**src/rtl/conv_mc_pkg.sv**
```systemverilog
// Shared types and elaboration helpers for the multi-channel convolution engine.
package conv_mc_pkg;

   // Engine control states.
   typedef enum logic [2:0] {
      IDLE   = 3'd0,
      LOAD_W = 3'd1,
      CONV   = 3'd2,
      WRITE  = 3'd3,
      DONE   = 3'd4
   } state_e;

   // Output feature-map edge for an n x n image, k x k kernel and stride s.
   function automatic int calc_ow(input int n, input int k, input int s);
      return (n - k) / s + 1;
   endfunction

   // Counter width able to hold 0..n-1 (never narrower than one bit).
   function automatic int cnt_w(input int n);
      return (n <= 1) ? 1 : $clog2(n);
   endfunction

endpackage

```
**src/rtl/conv_mac.sv**
```systemverilog
// Signed multiply-accumulate fed by a read-latency-matched valid/weight pipeline.
// The weight travels alongside its read request so it meets the returning pixel.
module conv_mac #(
   parameter int DATA_BW   = 8,
   parameter int WEIGHT_BW = 8,
   parameter int SUM_BW    = 16,
   parameter int RD_LAT    = 1
) (
   input  logic                        clk_i,
   input  logic                        rst_ni,
   input  logic                        valid_i,
   input  logic                        clr_i,
   input  logic signed [WEIGHT_BW-1:0] weight_i,
   input  logic        [DATA_BW-1:0]   pix_i,
   output logic signed [SUM_BW-1:0]    acc_o
);

   localparam int PW = DATA_BW + WEIGHT_BW + 1;

   logic        [RD_LAT-1:0]    vld_q;
   logic signed [WEIGHT_BW-1:0] wgt_q [RD_LAT];
   logic signed [PW-1:0]        prod;
   logic signed [SUM_BW-1:0]    acc_q, acc_d;

   // Delay valid and weight by the BRAM read latency.
   always_ff @(posedge clk_i or negedge rst_ni) begin
      if (!rst_ni) begin
         vld_q <= '0;
         for (int k = 0; k < RD_LAT; k++) wgt_q[k] <= '0;
         acc_q <= '0;
      end else begin
         vld_q[0] <= valid_i;
         wgt_q[0] <= weight_i;
         for (int k = 1; k < RD_LAT; k++) begin
            vld_q[k] <= vld_q[k-1];
            wgt_q[k] <= wgt_q[k-1];
         end
         acc_q <= acc_d;
      end
   end

   // Unsigned pixel times signed weight, accumulated modulo 2^SUM_BW.
   always_comb begin
      prod  = PW'($signed({1'b0, pix_i})) * PW'(wgt_q[RD_LAT-1]);
      acc_d = acc_q;
      if (clr_i)                  acc_d = '0;
      else if (vld_q[RD_LAT-1])   acc_d = acc_q + SUM_BW'(prod);
   end

   assign acc_o = acc_q;

endmodule

```
**src/rtl/conv_engine_mc.sv**
```systemverilog
// Multi-channel convolution engine on BRAM port 1: loads CH*K*K weights,
// then computes one output map summed over channels, writing one word per pixel.
// Read handshake: o_r_en with o_r_addr issues a read; i_r_data holds that word
// exactly RD_LAT cycles later. A write happens in any cycle o_w_en is high.
module conv_engine_mc
   import conv_mc_pkg::*;
#(
   parameter int KERNEL_SIZE = 5,
   parameter int DATA_SIZE   = 32,
   parameter int STRIDE      = 1,
   parameter int CH          = 4,
   parameter int DATA_BW     = 8,
   parameter int WEIGHT_BW   = 8,
   parameter int SUM_BW      = 16,
   parameter int AXI_ADDR_BW = 32,
   parameter int AXI_DATA_BW = 32,
   parameter int IN_BASE     = 0,
   parameter int W_BASE      = 4096,
   parameter int OUT_BASE    = 8192,
   parameter int RD_LAT      = 1
) (
   input  logic                   ACLK,
   input  logic                   ARESETn,
   input  logic                   i_w_done,
   input  logic                   i_relu,
   input  logic [AXI_DATA_BW-1:0] i_r_data,
   output logic [AXI_ADDR_BW-1:0] o_r_addr,
   output logic                   o_r_en,
   output logic [AXI_DATA_BW-1:0] o_w_data,
   output logic [AXI_ADDR_BW-1:0] o_w_addr,
   output logic                   o_w_en,
   output logic                   o_busy,
   output logic                   o_done,
   output state_e                 o_dbg_state
);

   localparam int OW   = calc_ow(DATA_SIZE, KERNEL_SIZE, STRIDE);
   localparam int KK   = KERNEL_SIZE * KERNEL_SIZE;
   localparam int TAPS = CH * KK;
   localparam int LAST = TAPS + RD_LAT - 1;
   localparam int CW   = cnt_w(TAPS + RD_LAT);
   localparam int TW   = cnt_w(TAPS);
   localparam int PW   = cnt_w(OW);
   localparam int KW   = cnt_w(KERNEL_SIZE);
   localparam int CHW  = cnt_w(CH);
   localparam int AB   = AXI_ADDR_BW;

   if (KERNEL_SIZE > DATA_SIZE) begin : g_bad_k
      $error("conv_engine_mc: KERNEL_SIZE must not exceed DATA_SIZE");
   end
   if (STRIDE < 1) begin : g_bad_s
      $error("conv_engine_mc: STRIDE must be at least 1");
   end
   if (RD_LAT < 1) begin : g_bad_lat
      $error("conv_engine_mc: RD_LAT must be at least 1");
   end

   state_e                      state_q, state_d;
   logic                        wd_q, relu_q, relu_d;
   logic [CW-1:0]               cnt_q, cnt_d;
   logic [CHW-1:0]              c_q, c_d;
   logic [KW-1:0]               i_q, i_d, j_q, j_d;
   logic [PW-1:0]               ox_q, ox_d, oy_q, oy_d;
   logic signed [WEIGHT_BW-1:0] wgt_q [TAPS];
   logic                        wgt_we;
   logic [TW-1:0]               wgt_idx;
   logic                        mac_vld, mac_clr;
   logic signed [WEIGHT_BW-1:0] mac_w;
   logic signed [SUM_BW-1:0]    acc;
   logic [AB-1:0]               in_addr;
   logic                        unused_rdata;

   assign unused_rdata = ^i_r_data;
   assign o_dbg_state  = state_q;

   // State, counters, start-edge history and the weight register file.
   always_ff @(posedge ACLK or negedge ARESETn) begin
      if (!ARESETn) begin
         state_q <= IDLE;
         wd_q    <= 1'b0;
         relu_q  <= 1'b0;
         cnt_q   <= '0;
         c_q     <= '0;
         i_q     <= '0;
         j_q     <= '0;
         ox_q    <= '0;
         oy_q    <= '0;
         for (int t = 0; t < TAPS; t++) wgt_q[t] <= '0;
      end else begin
         state_q <= state_d;
         wd_q    <= i_w_done;
         relu_q  <= relu_d;
         cnt_q   <= cnt_d;
         c_q     <= c_d;
         i_q     <= i_d;
         j_q     <= j_d;
         ox_q    <= ox_d;
         oy_q    <= oy_d;
         if (wgt_we) wgt_q[wgt_idx] <= i_r_data[WEIGHT_BW-1:0];
      end
   end

   // Pixel address of tap (c, i, j) for the current output pixel.
   always_comb begin
      in_addr = AB'(IN_BASE) + AB'(c_q) * AB'(DATA_SIZE * DATA_SIZE)
              + (AB'(oy_q) * AB'(STRIDE) + AB'(i_q)) * AB'(DATA_SIZE)
              + AB'(ox_q) * AB'(STRIDE) + AB'(j_q);
   end

   // Next-state logic and all BRAM/status outputs.
   always_comb begin
      state_d  = state_q;
      relu_d   = relu_q;
      cnt_d    = cnt_q;
      c_d      = c_q;
      i_d      = i_q;
      j_d      = j_q;
      ox_d     = ox_q;
      oy_d     = oy_q;
      o_r_en   = 1'b0;
      o_r_addr = '0;
      o_w_en   = 1'b0;
      o_w_addr = '0;
      o_w_data = '0;
      o_busy   = 1'b0;
      o_done   = 1'b0;
      wgt_we   = 1'b0;
      wgt_idx  = '0;
      mac_vld  = 1'b0;
      mac_clr  = 1'b0;
      mac_w    = '0;
      case (state_q)
         IDLE: begin
            if (i_w_done && !wd_q) begin
               state_d = LOAD_W;
               relu_d  = i_relu;
               cnt_d   = '0;
               c_d     = '0;
               i_d     = '0;
               j_d     = '0;
               ox_d    = '0;
               oy_d    = '0;
               mac_clr = 1'b1;
            end
         end
         LOAD_W: begin
            o_busy = 1'b1;
            if (cnt_q < CW'(TAPS)) begin
               o_r_en   = 1'b1;
               o_r_addr = AB'(W_BASE) + AB'(cnt_q);
            end
            if (cnt_q >= CW'(RD_LAT)) begin
               wgt_we  = 1'b1;
               wgt_idx = TW'(cnt_q - CW'(RD_LAT));
            end
            if (cnt_q == CW'(LAST)) begin
               state_d = CONV;
               cnt_d   = '0;
            end else begin
               cnt_d = cnt_q + CW'(1);
            end
         end
         CONV: begin
            o_busy = 1'b1;
            if (cnt_q < CW'(TAPS)) begin
               o_r_en   = 1'b1;
               o_r_addr = in_addr;
               mac_vld  = 1'b1;
               mac_w    = wgt_q[TW'(cnt_q)];
               // taps ordered c, i, j; the triple wraps to zero after TAPS reads
               if (j_q == KW'(KERNEL_SIZE - 1)) begin
                  j_d = '0;
                  if (i_q == KW'(KERNEL_SIZE - 1)) begin
                     i_d = '0;
                     c_d = (c_q == CHW'(CH - 1)) ? '0 : c_q + CHW'(1);
                  end else begin
                     i_d = i_q + KW'(1);
                  end
               end else begin
                  j_d = j_q + KW'(1);
               end
            end
            if (cnt_q == CW'(LAST)) begin
               state_d = WRITE;
               cnt_d   = '0;
            end else begin
               cnt_d = cnt_q + CW'(1);
            end
         end
         WRITE: begin
            o_busy   = 1'b1;
            o_w_en   = 1'b1;
            o_w_addr = AB'(OUT_BASE) + AB'(oy_q) * AB'(OW) + AB'(ox_q);
            o_w_data = (relu_q && acc[SUM_BW-1]) ? '0 : AXI_DATA_BW'(acc);
            mac_clr  = 1'b1;
            if (ox_q == PW'(OW - 1)) begin
               ox_d = '0;
               oy_d = oy_q + PW'(1);
            end else begin
               ox_d = ox_q + PW'(1);
            end
            state_d = (ox_q == PW'(OW - 1) && oy_q == PW'(OW - 1)) ? DONE : CONV;
         end
         DONE: begin
            o_done = 1'b1;
            if (!i_w_done) state_d = IDLE;
         end
         default: state_d = IDLE;
      endcase
   end

   conv_mac #(
      .DATA_BW  (DATA_BW),
      .WEIGHT_BW(WEIGHT_BW),
      .SUM_BW   (SUM_BW),
      .RD_LAT   (RD_LAT)
   ) u_mac (
      .clk_i   (ACLK),
      .rst_ni  (ARESETn),
      .valid_i (mac_vld),
      .clr_i   (mac_clr),
      .weight_i(mac_w),
      .pix_i   (i_r_data[DATA_BW-1:0]),
      .acc_o   (acc)
   );

endmodule

```
**config.mk**
```make
export PLATFORM = sky130hd
export DESIGN_NAME = conv_engine_mc
export DESIGN_NICKNAME = d
export VERILOG_FILES = /design/src/rtl/conv_mc_pkg.sv /design/src/rtl/conv_mac.sv /design/src/rtl/conv_engine_mc.sv
export SDC_FILE = /design/constraint.sdc
export NUM_CORES = 2
export LEC_CHECK = 0
export CAP_MARGIN = 20
export CELL_PAD_IN_SITES_DETAIL_PLACEMENT = 2
export CELL_PAD_IN_SITES_GLOBAL_PLACEMENT = 2
export CORE_AREA = 2 2 297 328
export DETAILED_ROUTE_END_ITERATION = 7
export DIE_AREA = 0 0 299 330
export DONT_BUFFER_PORTS = 1
export HOLD_SLACK_MARGIN = 0.1
export MAX_ROUTING_LAYER = met4
export PLACE_DENSITY = 0.82
export SLEW_MARGIN = 5
export SYNTH_ARGS = -nofsm -noshare
export SYNTH_HDL_FRONTEND = slang
export SYNTH_SLANG_ARGS = --single-unit
export TNS_END_PERCENT = 30
```
**constraint.sdc**
```tcl
create_clock -name ACLK -period 5.77 [get_ports ACLK]
set_clock_uncertainty 0.05 [all_clocks]
set_input_delay 0.577 -clock ACLK [delete_from_list [all_inputs] [get_ports ACLK]]
set_output_delay 0.577 -clock ACLK [all_outputs]
set_load 0.01 [all_outputs]
```
# ---- Yosys cells after proc, flatten, opt, wreduce, memory -nomap -nowiden
# Cells that the tools add are included.
dict set report classes {
  addsub 15
  mul 2
  n_lt_le_gt_ge 5
  eq_ne 18
  n_mux 56
  bitwise_logic 2
  n_reduce_logical 20
}
# operator count
set op_table {}
lappend op_table {{bitwise mux 800 bit} 1}
lappend op_table {{2-to-1 mux 32 bit} 2}
lappend op_table {{binary-select mux 8 bit (select 7 bit)} 1}
lappend op_table {{demux 8 bit (select 7 bit)} 1}
lappend op_table {{2-to-1 mux 16 bit} 3}
lappend op_table {{2-to-1 mux 8 bit} 5}
lappend op_table {{2-to-1 mux 3 bit} 11}
lappend op_table {{one-hot mux 15 bit (2 select lines)} 1}
lappend op_table {{2-to-1 mux 7 bit} 4}
lappend op_table {{one-hot mux 5 bit (2 select lines)} 2}
lappend op_table {{adder 15 x 5 -> 16 bit} 1}
lappend op_table {{adder 16 bit} 1}
lappend op_table {{>= comparator 8 bit, second input constant} 2}
lappend op_table {{multiplier 9 x 8 -> 16 bit} 1}
lappend op_table {{inequality test 2 bit, second input constant} 8}
lappend op_table {{NOT 7 -> 8 bit} 2}
lappend op_table {{adder 14 x 10 -> 15 bit, first input constant} 1}
lappend op_table {{adder 14 x 3 -> 15 bit} 1}
lappend op_table {{2-to-1 mux 15 bit} 1}
lappend op_table {{2-to-1 mux 5 bit} 3}
lappend op_table {{one-hot mux 3 bit (5 select lines)} 1}
lappend op_table {{adder 13 x 5 -> 14 bit} 1}
lappend op_table {{adder 13 x 7 -> 14 bit, first input constant} 1}
lappend op_table {{2-to-1 mux 14 bit} 1}
lappend op_table {{other kinds (33)} 62}
dict set report word_totals {
  ff_bits 855
  out_inout_bits 103
}

# ---- Logic depth before layout (Yosys ltp)
dict set report logic_depth {
  word_depth 9
  mapped_depth 22
}

# ---- Cells and area by module
# From an unflattened synthesis, not the netlist that was laid out.
dict set report hier_totals {
  cells_unflattened 3190
  area_unflattened_um2 44107.3
}
# mod n_inst cells_each area_per_inst_um2 seq_area_each_um2
set by_module_without_submodules {}
lappend by_module_without_submodules {conv_engine_mc 1 2836 40644.0 20769.9}
lappend by_module_without_submodules {conv_mac 1 354 3463.3 625.6}

# ---- Worst setup path before layout
# Ideal clock, no wire load.
dict set report synth_timing {
  kind {input to register}
  from {input port i_r_data[0]}
  to {register u_mac.acc_q[14], in the netlist u_mac.acc_o[14]}
  setup_ns 0.138
  t_arrival_ns 5.172
  t_required_ns 5.582
  path_slack_ns 0.410
  cell_stages 17
  path_buffers 3
  path_cell_list {clkbuf_1 > clkbuf_1 > clkbuf_1 > nand2b_1 > fa_1 > fa_1 > inv_1 > fa_1 > fa_1 > fa_1 > ha_1 > o21ai_0 > a21boi_0 > o21ai_0 > o21ai_0 > xnor2_1 > o22ai_1}
}
dict set report synth_between {
  elab_chain_cells 4
}
# element line
set synth_lines {}
lappend synth_lines {{start: declaration} conv_engine_mc.sv:26} ;# input logic [AXI_DATA_BW-1:0] i_r_data,
lappend synth_lines {{multiplier 9 x 8 -> 16 bit} conv_mac.sv:44} ;# prod = PW'($signed({1'b0, pix_i})) * PW'(wgt_q[RD_LAT-1]);
lappend synth_lines {{adder 16 bit} conv_mac.sv:47} ;# else if (vld_q[RD_LAT-1]) acc_d = acc_q + SUM_BW'(prod);
lappend synth_lines {{2-to-1 mux 16 bit} conv_mac.sv:47}
lappend synth_lines {{2-to-1 mux 16 bit} conv_mac.sv:46} ;# if (clr_i) acc_d = '0;
lappend synth_lines {{end signal: assignment} conv_mac.sv:30} ;# acc_q <= '0;
lappend synth_lines {{end signal: assignment} conv_mac.sv:38} ;# acc_q <= acc_d;
lappend synth_lines {{end: declaration} conv_mac.sv:23} ;# logic signed [SUM_BW-1:0] acc_q, acc_d;
# No other way between the ends. The select of a mux whose other input is x is not followed.
# A chain may end at the register's enable or synchronous reset.

# ---- Worst setup path after layout
dict set report layout_timing {
  from {register u_mac.wgt_q[6] in the netlist's numbering}
  to {register u_mac.acc_q[14], in the netlist u_mac.acc_o[14]}
}
dict set report layout_between {
  elab_chain_cells 4
}
# element line
set layout_lines {}
lappend layout_lines {{start: declaration} conv_mac.sv:21} ;# logic signed [WEIGHT_BW-1:0] wgt_q [RD_LAT];
lappend layout_lines {{start signal: indexed assignment} conv_mac.sv:36} ;# wgt_q[k] <= wgt_q[k-1];
lappend layout_lines {{multiplier 9 x 8 -> 16 bit} conv_mac.sv:44}
lappend layout_lines {{adder 16 bit} conv_mac.sv:47}
lappend layout_lines {{2-to-1 mux 16 bit} conv_mac.sv:47}
lappend layout_lines {{2-to-1 mux 16 bit} conv_mac.sv:46}
# No other way between the ends. The select of a mux whose other input is x is not followed.

==> results by group <==
Synthesis
  – Commonest register cell after synthesis: dfrtp_1
  – Syn_area_per_cell: 14.1 um^2
  – Number of flops mapped to enable cells by yosys: 0
  – Mux share of post-synthesis cell area: 32.5%
  – Area of the mapped netlist: 0.0435 mm^2
  – Compound-Gate Fraction of Synth Area: 2.91%
  – Synth Register Bits: 855
  – Synth Area in Simple Gates: 5.90%
  – Xor/xnor share of the synthesized area: 0.986%
  – Ys async rst share: 100%
  – Count of unique library cells instantiated by Yosys: 72
  – Synth warnings: 0
  – Dominant cells by area after synthesis: dfrtp_1 (49%), mux2_2 (21%), mux4_2 (11%)
  – Synth area leader: dfrtp_1
  – Post-Synth Adder-Cell Area: 4.87%
  – Register area share after synthesis: 49.2%
  – Syn Inst Count: 3094
  – Yosys top cell area share: 49.2%
  – Largest family of logic cells by synthesized area: multiplexers

Job
  – MaxCap Viol Count: 0

Final layout
  – Fillers: 8694
  – Fin util: 50.2%
  – Fraction of layout cells with a size suffix above 1: 42.3%
  – Most frequent cells in the layout: dfrtp_1 (851), mux2_2 (800), mux4_2 (211)
  – Nets: 3201
  – Sequential cell area: 0.0214 mm^2
  – Most common cell after layout, fill and taps aside: dfrtp_1
  – Area grow syn2layout: 9.82%
  – Multi-input logic area: 0.0207 mm^2

Clock network
  – Cts hold-fix bufs: 13
  – PostCTS Resize Cnt: 0
  – H-tree levels: 3
  – CTS Buf Count: 91
  – Clock Root Buffer: clkbuf_16
  – Clock buffer depth: 3
  – Postcts setup bufs: 0
  – Worst-Skew Late Latency: 700 ps
  – Clock-pin slew on the worst setup and hold paths: 70 ps
  – Clk sink count: 855
  – CTS tree: done

Worst setup path
  – Most frequent CP cell: fa_1
  – R2r startpoint: u_mac.wgt_q[6]
  – Worst Path Required: 6270 ps
  – Critical path class: reg2reg
  – Cell Chain, Critical Path: nand2_1 > fa_1 > fa_1 > inv_1 > fa_1 > fa_1 > fa_1 > ha_1 > o21ai_0 > a21boi_0 > o21ai_0 > o21ai_0 > xnor2_1 > o22ai_1
  – Critical path startpoint: u_mac.wgt_q[6]
  – Worst Setup End Kind: flop
  – CP peak stage delay: 570 ps
  – CP max FO: 8
  – CP max-delay cell: fa_1
  – CP Data Arrival Time: 5700 ps
  – Critical Path Source Type: flop

Routing
  – DRC Markers: 0
  – Final WL: 156000 um
  – Via density: 6.42
  – Average routed wire per standard cell: 35.7 um
  – Routed Antenna Nets: 0
  – Via count: 28100
  – DR iter-0 viols: 2376
  – DR pass1 iterations: 7

Power and ir drop
  – Peak VDD IR: 0.296 mV
  – Flop pwr share: 37.2%
  – Switching power: 10500 uW
  – Pwr/cell area: 571 mW/mm^2
  – Switch share: 38.4%
  – Comb pwr share: 39.5%
  – Int Power: 16800 uW
  – Clk pwr share: 23.2%
  – Leakage: 0.0209 uW

Timing
  – Final Setup Violations: 0
  – Pins Over Slew Limit: 652
  – Final number of hold-violating endpoints: 262
  – Relative slew margins: -179%
  – RSZ-0062 raised after global routing: no
  – Minimum hold slack: -440 ps
  – Period utilisation layout: 90.0%
  – TNS Setup: 0 ps
  – Max Clk Rate: 192 MHz
  – Least-Margin Pin Slew: 4180 ps
  – Min Tclk post-route: 5200 ps

Placement
  – Number of port buffers: 0
  – DPL Wire Length: 84500 um
  – Gpl congestion: 0.881

Global routing
  – Largest net degree at the start of global routing: 856
  – Total GRT Usage: 33.0%
  – First-pass GRT wire length: 233000 um
  – Grt ovf: 0
  – Initial antenna violation count: 2
  – Vias in the first global route: 32100

Floorplan
  – # rows: 119
  – Total die area: 0.0987 mm^2
  – Core Area: 0.0953 mm^2
  – Die H: 330 um
  – Starting Density: 45.7%
  – Die X: 299 um
  – Num ports: 139

Run status
  – Status: finished, violations left
  – Failing checks: hold timing, slew limit

Min path
  – Hold Path Class: in2async
## cells in the mapped netlist (16+ instances only)
cell type / number
dfrtp_1: 855
mux2_2: 800
mux4_2: 211
nand2_1: 139
clkbuf_1: 136
inv_1: 90
nor2_1: 89
ha_1: 75
buf_4: 68
fa_1: 59
o21ai_0: 56
and2_1: 47
nand3_1: 38
a21oi_1: 34
buf_2: 34
mux2i_1: 31
xnor2_1: 29
nor2_4: 28
nand2_2: 20
a22oi_1: 19
nor3_1: 17
nor2_2: 16
## cell families after synthesis
family	Yosys count
AO/OA/AOI/OAI	195
XOR/XNOR	46
adder cells (fa/ha/maj)	134
buffers and inverters	342
flip-flops	855
multiplexers	1050
other	1
AND/OR/NAND/NOR	471
## cell type report
class	count	area share, %
diodes	2	0.0105
clock buffers	127	5.47
clock inverters	39	1.02
inverters	91	0.715
multi-input cells	1935	43.4
flip-flops and latches	855	44.8
well taps	1270	3.32
repair buffers	57	1.32
## per-stage QoR
stage | total power (uW) | hold slack, ps | instance area [um^2] | setup slack (ps) | std cells
floorplan | 16400 | 231 | 43700 | 410 | 3132
global placement | 18700 | 311 | 44400 | 662 | 4192
detailed placement | 19700 | 303 | 44400 | 540 | 4192
CTS | 27100 | -437 | 47800 | 513 | 4371
global route | 28100 | -466 | 47800 | 306 | 4376
finish | 27300 | -440 | 47800 | 574 | 4376
## power by group through the flow
stage | sequential [uW] | clock (uW) | combinational [uW]
after global placement | 9430 | 0 | 9240
final | 10200 | 6340 | 10800
after global routing | 10300 | 6610 | 11100
after floorplan | 9130 | 0 | 7250
after detailed placement | 9860 | 0 | 9880
after CTS | 10100 | 6390 | 10600
## metal layers
layer	GRT usage [%]	vias up	share of wire, %
met5	-	-	0
met4	17.1	0	5.9
met3	5.02	474	5.2
met2	55.4	1177	51
met1	38.6	15500	38
li1	-	11000	-
## state kept, by name, summed over array words and instances (netlist names)
signal and flops:
relu_q 1, u_mac.wgt_q 8, o_dbg_state 3, c_q 2
i_q 3, wd_q 1, u_mac.acc_o 16, j_q 3
oy_q 5, cnt_q 7, wgt_q 800, ox_q 5
u_mac.vld_q 1
## critical path: cells and delay by family, from the launching register on
kind                       cells  cell delay (ps)
AOI/OAI and AO/OA              5             1060
xor gates and xnor gates       1              160
adders and majority gates      6             2960
buffers and inverters          1               60
DFF                            1              540
and+or+nand+nor                1              200
## path summary, 6_finish.rpt
check / endpoint / cells after the start / slack, ps
max: u_mac.acc_o[14] / 14 / 570
min reg2reg: wgt_q[749] / 1 / 450
max reg2reg: u_mac.acc_o[14] / 14 / 570
min in group ACLK: wgt_q[638] / 2 / 290
max in group asynchronous: cnt_q[1] / 0 / 2320
min: wgt_q[130] / 0 / -440
Power figures use the tool's default switching activity.
